--- src/rtl/uart_pkg.sv ---
// Shared UART definitions: state encodings, parity modes and the parity helper.
// The transmitter uses this package now; a receiver can reuse it unchanged.
package uart_pkg;

  localparam logic [2:0] ENC_IDLE  = 3'd0;
  localparam logic [2:0] ENC_START = 3'd1;
  localparam logic [2:0] ENC_DATA  = 3'd2;
  localparam logic [2:0] ENC_PAR   = 3'd3;
  localparam logic [2:0] ENC_STOP  = 3'd4;

  typedef enum logic [2:0] {
    ST_IDLE  = ENC_IDLE,
    ST_START = ENC_START,
    ST_DATA  = ENC_DATA,
    ST_PAR   = ENC_PAR,
    ST_STOP  = ENC_STOP
  } uart_state_e;

  localparam int PAR_NONE = 0;
  localparam int PAR_ODD  = 1;
  localparam int PAR_EVEN = 2;

  // The word is zero-extended to 9 bits, so the extra zeros do not change the XOR.
  function automatic logic parity_bit(input logic [8:0] data, input int mode);
    return (mode == PAR_ODD) ? ~(^data) : (^data);
  endfunction

endpackage

--- src/rtl/uart_baud_gen.sv ---
// Bit-period timer: down-counter reloaded by restart, tick high at terminal count.
module uart_baud_gen #(
  parameter int CLKS_PER_BIT = 868
) (
  input  logic clk,
  input  logic rst,
  input  logic restart,
  output logic tick
);

  localparam int CW = $clog2(CLKS_PER_BIT);
  localparam logic [CW-1:0] RELOAD = CW'(CLKS_PER_BIT - 1);

  if (CLKS_PER_BIT < 2) begin : g_bad_cpb
    $error("uart_baud_gen: CLKS_PER_BIT must be at least 2");
  end

  logic [CW-1:0] bit_cnt_q, bit_cnt_d;

  always_comb begin
    bit_cnt_d = bit_cnt_q;
    if (restart) begin
      bit_cnt_d = RELOAD;
    end else if (bit_cnt_q != '0) begin
      bit_cnt_d = bit_cnt_q - 1'b1;
    end
  end

  always_ff @(posedge clk or negedge rst) begin
    if (!rst) begin
      bit_cnt_q <= '0;
    end else begin
      bit_cnt_q <= bit_cnt_d;
    end
  end

  assign tick = (bit_cnt_q == '0);

endmodule

--- src/rtl/uart_tx_cfg.sv ---
// Parametrised UART transmitter with valid/ready intake, optional parity and
// one or two stop bits. txd, tx_busy and tx_done are registered.
module uart_tx_cfg
  import uart_pkg::*;
#(
  parameter int CLKS_PER_BIT = 868,
  parameter int DATA_BITS    = 8,
  parameter int PARITY       = 0,
  parameter int STOP_BITS    = 1
) (
  input  logic                 clk,
  input  logic                 rst,
  input  logic [DATA_BITS-1:0] tx_data,
  input  logic                 tx_valid,
  output logic                 tx_ready,
  output logic                 txd,
  output logic                 tx_busy,
  output logic                 tx_done
);

  if (CLKS_PER_BIT < 2 || DATA_BITS < 5 || DATA_BITS > 9 ||
      PARITY < 0 || PARITY > 2 || STOP_BITS < 1 || STOP_BITS > 2) begin : g_bad_cfg
    $error("uart_tx_cfg: illegal parameter combination");
  end

  localparam logic [3:0] LAST_DATA = 4'(DATA_BITS - 1);
  localparam logic [3:0] LAST_STOP = 4'(STOP_BITS - 1);

  uart_state_e          state_q, state_d;
  logic [DATA_BITS-1:0] sh_q, sh_d;
  logic [3:0]           bit_idx_q, bit_idx_d;
  logic                 par_q, par_d;
  logic                 txd_q, txd_d;
  logic                 busy_q, busy_d;
  logic                 done_q, done_d;
  logic                 restart;
  logic                 tick;
  logic                 accept;

  uart_baud_gen #(.CLKS_PER_BIT(CLKS_PER_BIT)) u_baud (
    .clk     (clk),
    .rst     (rst),
    .restart (restart),
    .tick    (tick)
  );

  assign accept = tx_valid && (state_q == ST_IDLE);

  // txd_d always carries the level of the bit being entered, so the line
  // changes on the same edge that starts the bit.
  always_comb begin
    state_d   = state_q;
    sh_d      = sh_q;
    bit_idx_d = bit_idx_q;
    par_d     = par_q;
    txd_d     = txd_q;
    done_d    = 1'b0;
    restart   = 1'b0;
    case (state_q)
      ST_IDLE: begin
        txd_d = 1'b1;
        if (accept) begin
          sh_d    = tx_data;
          par_d   = parity_bit(9'(tx_data), PARITY);
          txd_d   = 1'b0;
          restart = 1'b1;
          state_d = ST_START;
        end
      end
      ST_START: begin
        if (tick) begin
          restart   = 1'b1;
          txd_d     = sh_q[0];
          sh_d      = sh_q >> 1;
          bit_idx_d = '0;
          state_d   = ST_DATA;
        end
      end
      ST_DATA: begin
        if (tick) begin
          restart = 1'b1;
          if (bit_idx_q == LAST_DATA) begin
            bit_idx_d = '0;
            if (PARITY != PAR_NONE) begin
              txd_d   = par_q;
              state_d = ST_PAR;
            end else begin
              txd_d   = 1'b1;
              state_d = ST_STOP;
            end
          end else begin
            bit_idx_d = bit_idx_q + 1'b1;
            txd_d     = sh_q[0];
            sh_d      = sh_q >> 1;
          end
        end
      end
      ST_PAR: begin
        if (tick) begin
          restart   = 1'b1;
          txd_d     = 1'b1;
          bit_idx_d = '0;
          state_d   = ST_STOP;
        end
      end
      ST_STOP: begin
        if (tick) begin
          if (bit_idx_q == LAST_STOP) begin
            txd_d   = 1'b1;
            done_d  = 1'b1;
            state_d = ST_IDLE;
          end else begin
            restart   = 1'b1;
            bit_idx_d = bit_idx_q + 1'b1;
          end
        end
      end
      default: begin
        txd_d   = 1'b1;
        state_d = ST_IDLE;
      end
    endcase
    busy_d = (state_d != ST_IDLE);
  end

  always_ff @(posedge clk or negedge rst) begin
    if (!rst) begin
      state_q   <= ST_IDLE;
      sh_q      <= '0;
      bit_idx_q <= '0;
      par_q     <= 1'b0;
      txd_q     <= 1'b1;
      busy_q    <= 1'b0;
      done_q    <= 1'b0;
    end else begin
      state_q   <= state_d;
      sh_q      <= sh_d;
      bit_idx_q <= bit_idx_d;
      par_q     <= par_d;
      txd_q     <= txd_d;
      busy_q    <= busy_d;
      done_q    <= done_d;
    end
  end

  assign tx_ready = (state_q == ST_IDLE);
  assign txd      = txd_q;
  assign tx_busy  = busy_q;
  assign tx_done  = done_q;

endmodule
--- config.mk ---
export PLATFORM = sky130hd
export DESIGN_NAME = uart_tx_cfg
export DESIGN_NICKNAME = d
export VERILOG_FILES = /design/src/rtl/uart_pkg.sv /design/src/rtl/uart_baud_gen.sv /design/src/rtl/uart_tx_cfg.sv
export SDC_FILE = /design/constraint.sdc
export NUM_CORES = 1
export LEC_CHECK = 0
export ABC_AREA = 1
export BUFFER_PORTS_ARGS = -buffer_cell sky130_fd_sc_hd__buf_2
export CAP_MARGIN = 20
export CORE_ASPECT_RATIO = 0.9
export CORE_MARGIN = 5
export CORE_UTILIZATION = 53
export CTS_CLUSTER_DIAMETER = 30
export DETAILED_ROUTE_END_ITERATION = 8
export PLACE_DENSITY_LB_ADDON = 0.05
export SETUP_SLACK_MARGIN = 0.05
export SLEW_MARGIN = 25
export SYNTH_ARGS = -nofsm -noshare
export SYNTH_HDL_FRONTEND = slang
export SYNTH_HIERARCHICAL = 1
export SYNTH_SLANG_ARGS = --single-unit
--- constraint.sdc ---
create_clock -name clk -period 2.05 [get_ports clk]
set_clock_uncertainty 0.1 [all_clocks]
set_input_delay 0.205 -clock clk [delete_from_list [all_inputs] [get_ports clk]]
set_output_delay 0.205 -clock clk [all_outputs]
set_load 0.005 [all_outputs]
==> results of run 1 <==
==> cells in the mapped netlist <==
library cell	count	area share [%]
sky130_fd_sc_hd__nand2_2	4	1.4
sky130_fd_sc_hd__nand2_4	2	1.3
sky130_fd_sc_hd__nand2_1	65	14
sky130_fd_sc_hd__xor2_1	4	2.0
sky130_fd_sc_hd__o21ai_0	3	0.86
sky130_fd_sc_hd__nand4_1	2	0.71
sky130_fd_sc_hd__clkinv_1	3	0.64
sky130_fd_sc_hd__dfstp_2	1	1.5
sky130_fd_sc_hd__o21ai_1	1	0.29
sky130_fd_sc_hd__o211ai_1	1	0.43
sky130_fd_sc_hd__inv_1	28	6.0
sky130_fd_sc_hd__xnor2_1	1	0.50
sky130_fd_sc_hd__nor2_4	4	2.6
sky130_fd_sc_hd__nor2_2	4	1.4
sky130_fd_sc_hd__dfrtp_1	27	39
sky130_fd_sc_hd__nor2_1	15	3.2
sky130_fd_sc_hd__inv_4	2	0.71
sky130_fd_sc_hd__o21a_2	1	0.50
sky130_fd_sc_hd__o21ai_2	2	1.0
sky130_fd_sc_hd__nand3_1	42	12
sky130_fd_sc_hd__nand3_4	2	2.0
sky130_fd_sc_hd__nand3b_1	1	0.43
sky130_fd_sc_hd__nor3_1	1	0.29
sky130_fd_sc_hd__inv_2	3	0.64
sky130_fd_sc_hd__o21a_1	2	0.86
sky130_fd_sc_hd__buf_2	1	0.29
sky130_fd_sc_hd__nand3_2	5	2.9
sky130_fd_sc_hd__a21oi_1	2	0.57
sky130_fd_sc_hd__ha_1	3	2.1
sky130_fd_sc_hd__a21oi_2	1	0.50
==> layer usage <==
layer | vias up | GRT usage, %
met4 | 0 | 2.82
li1 | 797 | -
met5 | - | 0
met3 | 2 | 2.78
met1 | 708 | 23.7
met2 | 25 | 28.7
==> state kept, by name (all words and copies together), names as in the netlist <==
signal	cells
u_baud/bit_cnt_q	10
sh_q	8
bit_idx_q	4
state_q	3
tx_busy	1
tx_done	1
txd	1
==> worst reg2reg max path, stage by stage, from the launching register on <==
cell and delay [ns]:
sky130_fd_sc_hd__dfrtp_1 0.41, sky130_fd_sc_hd__inv_1 0.10, sky130_fd_sc_hd__ha_4 0.15, sky130_fd_sc_hd__nand2_2 0.09
sky130_fd_sc_hd__nor2_4 0.14, sky130_fd_sc_hd__nand2_4 0.06, sky130_fd_sc_hd__inv_4 0.08, sky130_fd_sc_hd__clkinv_4 0.09
sky130_fd_sc_hd__nor2_2 0.12, sky130_fd_sc_hd__nand2_2 0.06, sky130_fd_sc_hd__nand3_2 0.10, sky130_fd_sc_hd__clkinv_4 0.10
sky130_fd_sc_hd__nand3_1 0.09, sky130_fd_sc_hd__inv_1 0.04
==> placed cells by master (no fill, tap or decap), types with 2 or more instances in the layout <==
cell,instances
sky130_fd_sc_hd__inv_2,3
sky130_fd_sc_hd__buf_2,14
sky130_fd_sc_hd__a21oi_1,2
sky130_fd_sc_hd__nand4_1,2
sky130_fd_sc_hd__inv_4,3
sky130_fd_sc_hd__xor2_1,4
sky130_fd_sc_hd__nand3_2,6
sky130_fd_sc_hd__ha_1,2
sky130_fd_sc_hd__nor2_2,5
sky130_fd_sc_hd__o21ai_2,2
sky130_fd_sc_hd__nor2_1,14
sky130_fd_sc_hd__nand2_4,2
sky130_fd_sc_hd__dfrtp_1,27
sky130_fd_sc_hd__nand3_1,41
sky130_fd_sc_hd__clkinv_4,2
sky130_fd_sc_hd__o21ai_0,3
sky130_fd_sc_hd__nor2_4,4
sky130_fd_sc_hd__buf_4,6
sky130_fd_sc_hd__o21a_1,2
sky130_fd_sc_hd__nand2_1,65
sky130_fd_sc_hd__nand2_2,4
sky130_fd_sc_hd__inv_1,27
sky130_fd_sc_hd__clkbuf_8,4
sky130_fd_sc_hd__nand3_4,2
==> worst max path at each step <==
stage | slack (ns) | from | to | cells past startpoint
5_1_grt | 0.04 | u_baud/bit_cnt_q[1]$_DFFE_PN0P_ | u_baud/bit_cnt_q[3]$_DFFE_PN0P_ | 13
6_report | 0.23 | u_baud/bit_cnt_q[1]$_DFFE_PN0P_ | u_baud/bit_cnt_q[2]$_DFFE_PN0P_ | 13
3_5_place_dp | 0.07 | u_baud/bit_cnt_q[1]$_DFFE_PN0P_ | u_baud/bit_cnt_q[7]$_DFFE_PN0P_ | 13
3_3_place_gp | 0.10 | u_baud/bit_cnt_q[0]$_DFFE_PN0P_ | u_baud/bit_cnt_q[7]$_DFFE_PN0P_ | 13
2_1_floorplan | 0.05 | u_baud/bit_cnt_q[0]$_DFFE_PN0P_ | u_baud/bit_cnt_q[7]$_DFFE_PN0P_ | 13
4_1_cts | 0.06 | u_baud/bit_cnt_q[1]$_DFFE_PN0P_ | u_baud/bit_cnt_q[7]$_DFFE_PN0P_ | 13
==> what timing repair did <==
| item | CTS | global route |
|---|---|---|
| pin swaps | 0 | 1 |
| buffers inserted | 0 | 1 |
| setup endpoints to repair | 4 | 20 |
| hold buffers | 1 | 0 |
| endpoints found under the hold margin | 27 | 0 |
| gates resized for setup | 1 | 4 |
==> layout make-up <==
type	instances	share of cell area [%]
clock buffers	4	2.73
inverters	36	7.58
flip-flops and latches	28	34.8
well taps	42	2.61
repair buffers	21	6.21
multi-input cells	168	46.0
==> power groups by stage <==
stage	clock, uW	combinational [uW]	sequential, uW
6_report	338	21.6	552
5_1_grt	378	25.9	552
4_1_cts	351	22.4	552
3_5_place_dp	0	21.1	563
3_3_place_gp	0	21.0	563
2_1_floorplan	0	0.647	563
==> kinds of logic after synthesis <==
group	after synthesis
AOI/OAI and AO/OA	13
xor gates and xnor gates	5
adders and majority gates	3
buffers and inverters	37
DFF	28
and+or+nand+nor	147
==> per-stage QoR <==
| stage | std cells | setup slack (ns) | instance area (um^2) | util, % |
|---|---|---|---|---|
| 3_3_place_gp | 293 | 0.103 | 1920 | 61.6 |
| 4_1_cts | 298 | 0.0649 | 1990 | 63.8 |
| 5_1_grt | 299 | 0.0425 | 2010 | 64.7 |
| 3_5_place_dp | 293 | 0.0674 | 1920 | 61.6 |
| 6_report | 299 | 0.227 | 2010 | 64.7 |
| 2_1_floorplan | 233 | 0.0507 | 1760 | - |
==> flow_results.org, run 1 <==
** Clock network
- After clock tree synthesis, the clock-pin slew on the worst setup and hold paths is approximately 0.09 ns.
- The longest clock path from root to sink contains 2 buffers.
- Clock tree from TritonCTS :: done
- Number of sinks driven by the clock tree :: 28
- CTS built an H-tree with a depth of 1.
- The cell sitting at the root of the clock tree is a sky130_fd_sc_hd__clkbuf_8.
- In this run, CTS created clock tree buffers numbering 3.
- Clock latency of the later-clocked register in the worst-skew pair :: ~0.27 ns

** Setup path
- Slack of the worst reg-to-reg path :: 0.23 ns
- The kind of cell with the highest combined delay along the critical path is simple AND/OR/NAND/NOR gates.
- CP arrival :: about 1.9 ns
- Sort of element at the start of the critical path :: flop
- CP Class :: reg -> reg
- The slowest stage of the critical path is the sky130_fd_sc_hd__dfrtp_1 cell.
- The worst register-to-register path has a depth of 13.
- In this design, the stage delay of the slowest critical-path cell is 0.41 ns.
- Data required time at the worst endpoint :: 2.12 ns
- STA classifies the critical path endpoint as a flop.
- Counting both buffers and inverters, the worst setup path holds a total of 5.
- Capture point of the worst reg-to-reg path :: u_baud/bit_cnt_q[2]$_DFFE_PN0P_
- Launching point of the worst reg2reg path :: u_baud/bit_cnt_q[1]$_DFFE_PN0P_
- Along the worst path, the maximum fanout reaches 10.
- Worst-path cell chain :: inv_1 > ha_4 > nand2_2 > nor2_4 > nand2_4 > inv_4 > clkinv_4 > nor2_2 > nand2_2 > nand3_2 > clkinv_4 > nand3_1 > inv_1

** Detailed routing
- Dividing the detail-routed wire length by the instance count gives between 10 and 15 um.
- Routed signal wires occupy layers up through met4.
- Total via count in the routed design :: 1532
- Vias per cell :: between 5 and 6
- In the routed design, unresolved DRC markers number 0.
- DRT met1 WL :: ~1800 um
- After the first detailed-routing iteration, the DRC count stood at between 80 and 90.
- The routed design has roughly 3500 um of wire.
- Before antenna repair, the detailed router went through 4 iterations.
- Summed over all nets, wire length on met2 after detailed routing comes to 1610 um.
- In this run the remaining antenna-violating nets after routing total 0.
- Sum of met3 wire segment lengths after detailed routing :: roughly 150 um

** Final layout
- Post-layout net count :: 272
- Antenna diodes :: 0
- The layout has 300 filler cells.
- Register Area :: 702 um^2
- Footprint of the multi-input gates :: about 930 um^2
- Fraction of layout instances using a drive strength above 1 :: between 20% and 30%
- Relative to the synthesized area, the layout overhead comes to 14.8%.

** Power
- Ratio of total power to cell area :: between 400 and 500 nW/um^2
- Fraction of power consumed by combinational cells :: between 2 and 2.5%
- Switching share of power :: between 10% and 20%
- The completed layout was analyzed and its total power is roughly 910 uW.
- The analysis attributes to net switching a power of between 150 and 200 uW.
- The clock network accounts for 37.1% of the total power.
- The internal portion of the total power is 732 uW.
- The analysis attributes to cell leakage a power of roughly 0.0011 uW.
- The worst-case IR drop observed on VDD is roughly 0.00033 V.
- Portion of total power attributed to sequential cells :: 60.5%

** Synth
- Number of instances in the synthesized netlist :: ~230
- Fraction of the mapped netlist area in adder cells :: between 2 and 2.5%
- Area fraction in compound gates after synthesis :: under 10%
- Of the post-synthesis cell area, the part taken by muxes is 0%.
- Sequential cells were found to cover 40.0% of the synthesized design area.
- Synthesized-area fraction occupied by and/or/nand/nor cells :: a little over two fifths
- Of the total synthesized cell area, the portion taken by XOR and XNOR cells is under 10%.
- Avg Synthesized Cell Area :: approximately 7.5 um^2
- Syn_nets :: roughly 250
- Synthesis instantiated 30 different standard cells from the library.
- The synthesized design contains 28 register bits.
- After synthesis, the largest family of logic cells by area is simple AND/OR/NAND/NOR gates.
- In this run the cell area of the synthesized design comes to ~1800 um^2.
- Synthesis warning total :: 6

** Hold path
- For hold timing, the worst endpoint is sh_q[7]$_DFFE_PN0P_.
- Worst Hold Path Cells :: 5
- The min-delay analysis places its worst path in the category in -> reg.
- Launch point of the worst hold path :: tx_data[7]

** Die
- The die covers approximately 4600 um^2.
- Starting density of the core :: a little under three fifths
- The die is between 60 and 70 um tall.
- Row generation in the floorplan step produced 19 rows.
- Die Width :: slightly above 70 um
- I/O Pins :: 15
- Core box area :: ~3100 um^2

** Timing
- Hold is met by 0.167 ns.
- The worst path in the final design needs a cycle of approximately 1.8 ns, including I/O delays and setup.
- Worst Max-Slew Pin Slew :: between 0.6 and 0.7 ns
- Final period utilization :: 88.9%
- Setup violations remaining at the end of the flow were counted as 0.
- Max-Slew Margin vs Limit :: around 58%
- Final hold violations :: 0
- Setup repair after global routing could not meet its margin everywhere.
- The max-slew violation total from the final report came to 0.
- Timing would allow up to about 0.55 GHz.
- For the final routed database, the setup TNS stands at 0 ns.

** GRT
- For this run, the total global-route usage over all layers was measured as roughly 17%.
- Global routing finished with a remaining overflow of 0.
- Via count of the first global-routing pass :: about 1500
- Entering global routing, the biggest net connects 29 pins.
- The number of antenna violations at the first check in global routing is 0.
- The first global-routing pass estimated approximately 6500 um of wire.

** Placement
- Port Buffer Count :: 14
- Sum of net half-perimeters after detailed placement :: around 2700 um
- Routability congestion estimate from global placement :: between 0.8 and 0.9

** Flow run
- MaxCap Viol Count :: 0

** Status
- Outcome :: completed
Power figures use the tool's default switching activity.
==> inputs of run 2 (changes only) <==
--- a/config.mk
+++ b/config.mk
@@ -5,14 +5,14 @@
 export SDC_FILE = /design/constraint.sdc
 export NUM_CORES = 1
 export LEC_CHECK = 0
-export ABC_AREA = 1
 export BUFFER_PORTS_ARGS = -buffer_cell sky130_fd_sc_hd__buf_2
 export CAP_MARGIN = 20
 export CORE_ASPECT_RATIO = 0.9
 export CORE_MARGIN = 5
-export CORE_UTILIZATION = 53
+export CORE_UTILIZATION = 63
 export CTS_CLUSTER_DIAMETER = 30
 export DETAILED_ROUTE_END_ITERATION = 8
+export GPL_TIMING_DRIVEN = 0
 export PLACE_DENSITY_LB_ADDON = 0.05
 export SETUP_SLACK_MARGIN = 0.05
 export SLEW_MARGIN = 25
==> constraint.sdc (replaced) <==
create_clock -name clk -period 2.15 [get_ports clk]
set_clock_uncertainty 0.1 [all_clocks]
set_input_delay 0.215 -clock clk [delete_from_list [all_inputs] [get_ports clk]]
set_output_delay 0.215 -clock clk [all_outputs]
set_load 0.005 [all_outputs]
==> run 2 against run 1 <==
Against the previous run: the run now ends with setup timing left; critical path depth down 2; wire length up 73%; fmax is 29% lower; critical path type unchanged; largest cell class unchanged; largest power group unchanged.
==> flow_results.org, run 2 <==
** Timing
- Setup_tns :: -7.90 ns (-7.90 ns)
- # setup viols final :: 28 (+28)
- The pin slew with the least headroom to its limit came to 0.628 ns (-0.00142 ns).
- Setup repair after global routing could not meet its margin everywhere.
- The final hold violation count came to 0 (unchanged).
- Peak clock frequency supported by timing :: 0.390 GHz (-29%)
- Worst setup slack after layout :: -0.415 ns (-0.642 ns)
- Max-slew violation count :: 0 (unchanged)
- Max-Slew Margin vs Limit :: 58.2% (+0.095 points)
- The worst hold slack came to 0.0256 ns (-0.141 ns).
- Shortest clock period the worst path allows after layout :: 2.56 ns (+0.742 ns)
- The final period utilization is 119% (+30 points).

** Power
- Peak VDD IR :: 0.000541 V (+64%)
- The static leakage came to 0.00101 uW (-7.9%).
- The combinational group share of total power was 4.9% (+2.5 points).
- Ratio of total power to cell area :: 349 nW/um^2 (-23%)
- The proportion of power drawn by flip-flops and latches is 66.6% (+6.1 points).
- The internal power was 623 uW (-15%).
- The switching power total is 187 uW (+4.1%).
- Switching share of power :: 23.1% (+3.4 points)
- The clock network fraction of design power came to 28.5% (-8.6 points).

** Synth
- The synthesized design spends more area on one cell type than any other, namely sky130_fd_sc_hd__dfrtp_1.
- sky130_fd_sc_hd__dfrtp_1 is the most common cell in the netlist.
- The async set-reset flop share out of synthesis is 100% (unchanged).
- The portion of the post-synthesis area used by sequential elements was 43.3% (+3.3 points).
- The commonest cells after synthesis are sky130_fd_sc_hd__dfrtp_1 (27), sky130_fd_sc_hd__nor2_1 (16), sky130_fd_sc_hd__a21oi_1 (11), sky130_fd_sc_hd__mux2i_1 (11), sky130_fd_sc_hd__inv_1 (9).
- The net count of the mapped netlist came to 173 (-30%).
- FF+latch count, synth :: 28 (unchanged)
- The most used flip-flop cell after synthesis is sky130_fd_sc_hd__dfrtp_1.
- The number of instances in the synthesized netlist was 159 (-32%).
- Avg Synthesized Cell Area :: 10.2 um^2 (+35%)
- Number of enable-type register cells in the synthesized netlist :: 0 (unchanged)
- The number of different library cells in the post-synthesis netlist was 52 (+73%).
- Fraction of synthesized cell area taken by the top area cell type :: 41.7% (+3.2 points)
- Ranked by total cell area, the synthesized netlist is headed by sky130_fd_sc_hd__dfrtp_1 (42%), sky130_fd_sc_hd__mux2i_1 (6.8%), sky130_fd_sc_hd__nor2_1 (3.7%).
- The number of warnings reported in the yosys synthesis log is 6 (unchanged).
- The cell area after synthesis came to 1620 um^2 (-7.6%).

** Clock network
- Clock root buffer :: sky130_fd_sc_hd__clkbuf_4
- The worst-skew pair later-pin latency came to 0.34 ns (+0.07 ns).
- Clock buffers created by TritonCTS :: 3 (unchanged)
- H-tree depth :: 1 (unchanged)
- TritonCTS built the clock tree.
- The clock-pin slew on the worst setup and hold paths is 0.16 ns (+0.07 ns).
- The number of clock sinks came to 28 (unchanged).
- The largest buffer count on any clock path is 2 (unchanged).

** GRT
- The first-pass GRT wire length is 7180 um (+11%).
- The number of antenna violations at the first check in global routing is 0 (unchanged).
- Via count of the first global-routing pass :: 1484 (unchanged)
- Pin count of the biggest net entering global routing :: 29 (unchanged)
- GRT Overall Usage :: 24.4% (+7.4 points)
- The total congestion overflow after global routing was 0 (unchanged).

** Die
- Std-Cell Rows :: 17 (-2)
- Core box area :: 2470 um^2 (-21%)
- The number of top-level design ports came to 15 (unchanged).
- The starting density of the core came to 65.7% (+9.4 points).
- The width of the die came to 63.5 um (-10%).
- Overall die area :: 3690 um^2 (-19%)
- The y dimension of the die is 58.1 um (-10%).

** Setup path
- The data arrival time of the critical path is 2.71 ns (+0.82 ns).
- The critical path goes through inv_2 > ha_4 > or4b_4 > nor3_4 > buf_4 > buf_6 > buf_4 > nand2_2 > nor3_2 > a21oi_2 > a311oi_2.
- In this run the critical register-to-register path is captured at bit_idx_q[3]$_DFFE_PN0P_.
- Cell family with most CP delay :: simple AND/OR/NAND/NOR gates
- Slack of the worst reg-to-reg path :: -0.41 ns (-0.64 ns)
- Buf+Inv Stages, Crit Path :: 4 (-1)
- Crit-path most repeated cell :: sky130_fd_sc_hd__buf_4
- Critical path endpoint :: bit_idx_q[3]$_DFFE_PN0P_
- Slowest-stage cell, CP :: sky130_fd_sc_hd__or4b_4
- Worst reg2reg path depth :: 11 (-2)
- Launching point of the worst reg2reg path :: u_baud/bit_cnt_q[1]$_DFFE_PN0P_
- Sort of element at the start of the critical path :: flop
- The largest incremental delay on the critical path came to 0.49 ns (+0.08 ns).
- The worst setup path is captured at a flop.
- Worst-path maximum fanout :: 4 (-6)
- The number of cells on the critical path came to 11 (-2).
- The critical path starts at u_baud/bit_cnt_q[1]$_DFFE_PN0P_.
- CP Class :: reg -> reg
- The worst path required time is 2.29 ns (+0.17 ns).

** Status
- Outcome :: complete, but fails checks
- The final reports fail on setup timing.

** Final layout
- The library cells used most frequently in the layout, excluding fill and tap cells, are sky130_fd_sc_hd__dfrtp_1 (27), sky130_fd_sc_hd__buf_4 (20), sky130_fd_sc_hd__buf_6 (17).
- Antenna diodes :: 0 (unchanged)
- The flip-flop count of the largest register after layout came to 10 (unchanged).
- From synthesis to final layout, the design area changed by 43.4%.
- Counting flops per register, the top entry is u_baud/bit_cnt_q.
- Fraction of layout instances using a drive strength above 1 :: 57.3% (+34 points)
- Non-Filler Cell Area, Final :: 2320 um^2 (+15%)
- Final cell utilization of the core :: 94.2% (+30 points)
- In the final layout, the registers with the most flip-flops are u_baud/bit_cnt_q x10, sh_q x8, bit_idx_q x4.
- The count of nets after finishing came to 226 (-17%).
- Count of filler cells inserted in the layout :: 70 (-77%)
- Most frequent standard cell in the layout excluding fill and tap cells :: sky130_fd_sc_hd__dfrtp_1

** Detailed routing
- The first-pass detailed-route iteration total is 5 (+1).
- Routed signal wires occupy layers up through met4.
- The routed via count divided by cell count came to 7.28 (+42%).
- The number of DRC violations after detailed-routing iteration 0 came to 230 (+180%).
- DRT met1 WL :: 2170 um (+23%)
- The total number of vias is 1740 (+14%).
- Average wire per standard cell :: 25.6 um (+120%)
- Met2 Routed Length :: 2870 um (+78%)
- The wire length on met3 came to 585 um (+300%).
- The remaining design rule violation count is 0 (unchanged).
- Detail Route Antenna Nets :: 0 (unchanged)
- The routed wire length came to 6120 um (+73%).

** Hold path
- The tightest min-delay check is of the in -> reg type.

** Flow run
- MaxCap Viol Count :: 0 (unchanged)

** Placement
- The number of input and output port buffers inserted came to 14 (unchanged).
- Sum of net half-perimeters after detailed placement :: 2350 um (-13%)
- Routability congestion estimate from global placement :: 0.778 (-11%)
- The placed instance area came to 1770 um^2 (-7.6%).
==> run 2: per-layer routing <==
| metal | GRT usage, % | vias to the layer above |
|---|---|---|
| met2 | 45.5 | 154 |
| met1 | 29.7 | 837 |
| met4 | 3.56 | 0 |
| met5 | 0 | - |
| met3 | 5.04 | 66 |
| li1 | - | 683 |
==> run 2: worst min path at each step <==
stage	startpoint	end	slack [ns]	depth (start not counted)
floorplan	rst	bit_idx_q[0]$_DFFE_PN0P_	-0.18	0
global placement	rst	bit_idx_q[0]$_DFFE_PN0P_	0.16	1
detailed placement	rst	bit_idx_q[0]$_DFFE_PN0P_	0.16	1
CTS	tx_data[7]	sh_q[7]$_DFFE_PN0P_	0.01	3
global route	tx_data[7]	sh_q[7]$_DFFE_PN0P_	0.01	3
finish	tx_data[7]	sh_q[7]$_DFFE_PN0P_	0.03	3
==> run 2: metrics by stage <==
stage | cells | worst slack, ns | total power [uW]
after floorplan | 159 | -0.343 | 560
after global placement | 201 | -0.662 | 581
after detailed placement | 201 | -0.734 | 582
after CTS | 229 | -0.312 | 806
after global routing | 239 | -0.413 | 843
final | 239 | -0.415 | 810
==> run 2: area by class of cell <==
| type | count | area, um^2 | area share [%] |
|---|---|---|---|
| plain buffers | 7 | 61.3 | 2.64 |
| clock buffers | 4 | 26.3 | 1.13 |
| inverters | 9 | 38.8 | 1.67 |
| multi-input cells | 115 | 1080 | 46.3 |
| flip-flops and latches | 28 | 702 | 30.2 |
| well taps | 28 | 35.0 | 1.51 |
| repair buffers | 48 | 384 | 16.5 |
==> run 2: repair_timing <==
| item | CTS | global route |
|---|---|---|
| endpoints found under the hold margin | 27 | 0 |
| gates resized for setup | 36 | 36 |
| gates cloned | 2 | 0 |
| pin swaps | 13 | 7 |
| buffers inserted | 21 | 12 |
| hold buffers | 1 | 0 |
| endpoints found under the setup margin | 28 | 28 |
==> run 2: worst reg2reg max path: stages (launching register included) <==
cell,delay (ns)
sky130_fd_sc_hd__dfrtp_1,0.44
sky130_fd_sc_hd__inv_2,0.09
sky130_fd_sc_hd__ha_4,0.14
sky130_fd_sc_hd__or4b_4,0.49
sky130_fd_sc_hd__nor3_4,0.18
sky130_fd_sc_hd__buf_4,0.15
sky130_fd_sc_hd__buf_6,0.10
sky130_fd_sc_hd__buf_4,0.15
sky130_fd_sc_hd__nand2_2,0.07
sky130_fd_sc_hd__nor3_2,0.20
sky130_fd_sc_hd__a21oi_2,0.10
sky130_fd_sc_hd__a311oi_2,0.27
==> run 2: cells by family (layout without fill, tap and decap cells) <==
| family | count (synthesis) | count (layout) | synth area share, % |
|---|---|---|---|
| AND/OR/NAND/NOR | 57 | 57 | 21.1 |
| AO/OA/AOI/OAI | 43 | 43 | 20.4 |
| flip-flops | 28 | 28 | 43.3 |
| buffers and inverters | 16 | 68 | 5.56 |
| multiplexers | 11 | 11 | 6.79 |
| adder cells (fa/ha/maj) | 3 | 3 | 2.32 |
| XOR/XNOR | 1 | 1 | 0.540 |
==> run 2: power groups by stage <==
stage | clock network (uW) | registers (uW) | logic (uW)
after floorplan | 0 | 546 | 13.4
after global placement | 0 | 547 | 33.6
after detailed placement | 0 | 547 | 34.5
after CTS | 230 | 538 | 37.3
after global routing | 258 | 540 | 44.4
final | 231 | 540 | 39.4
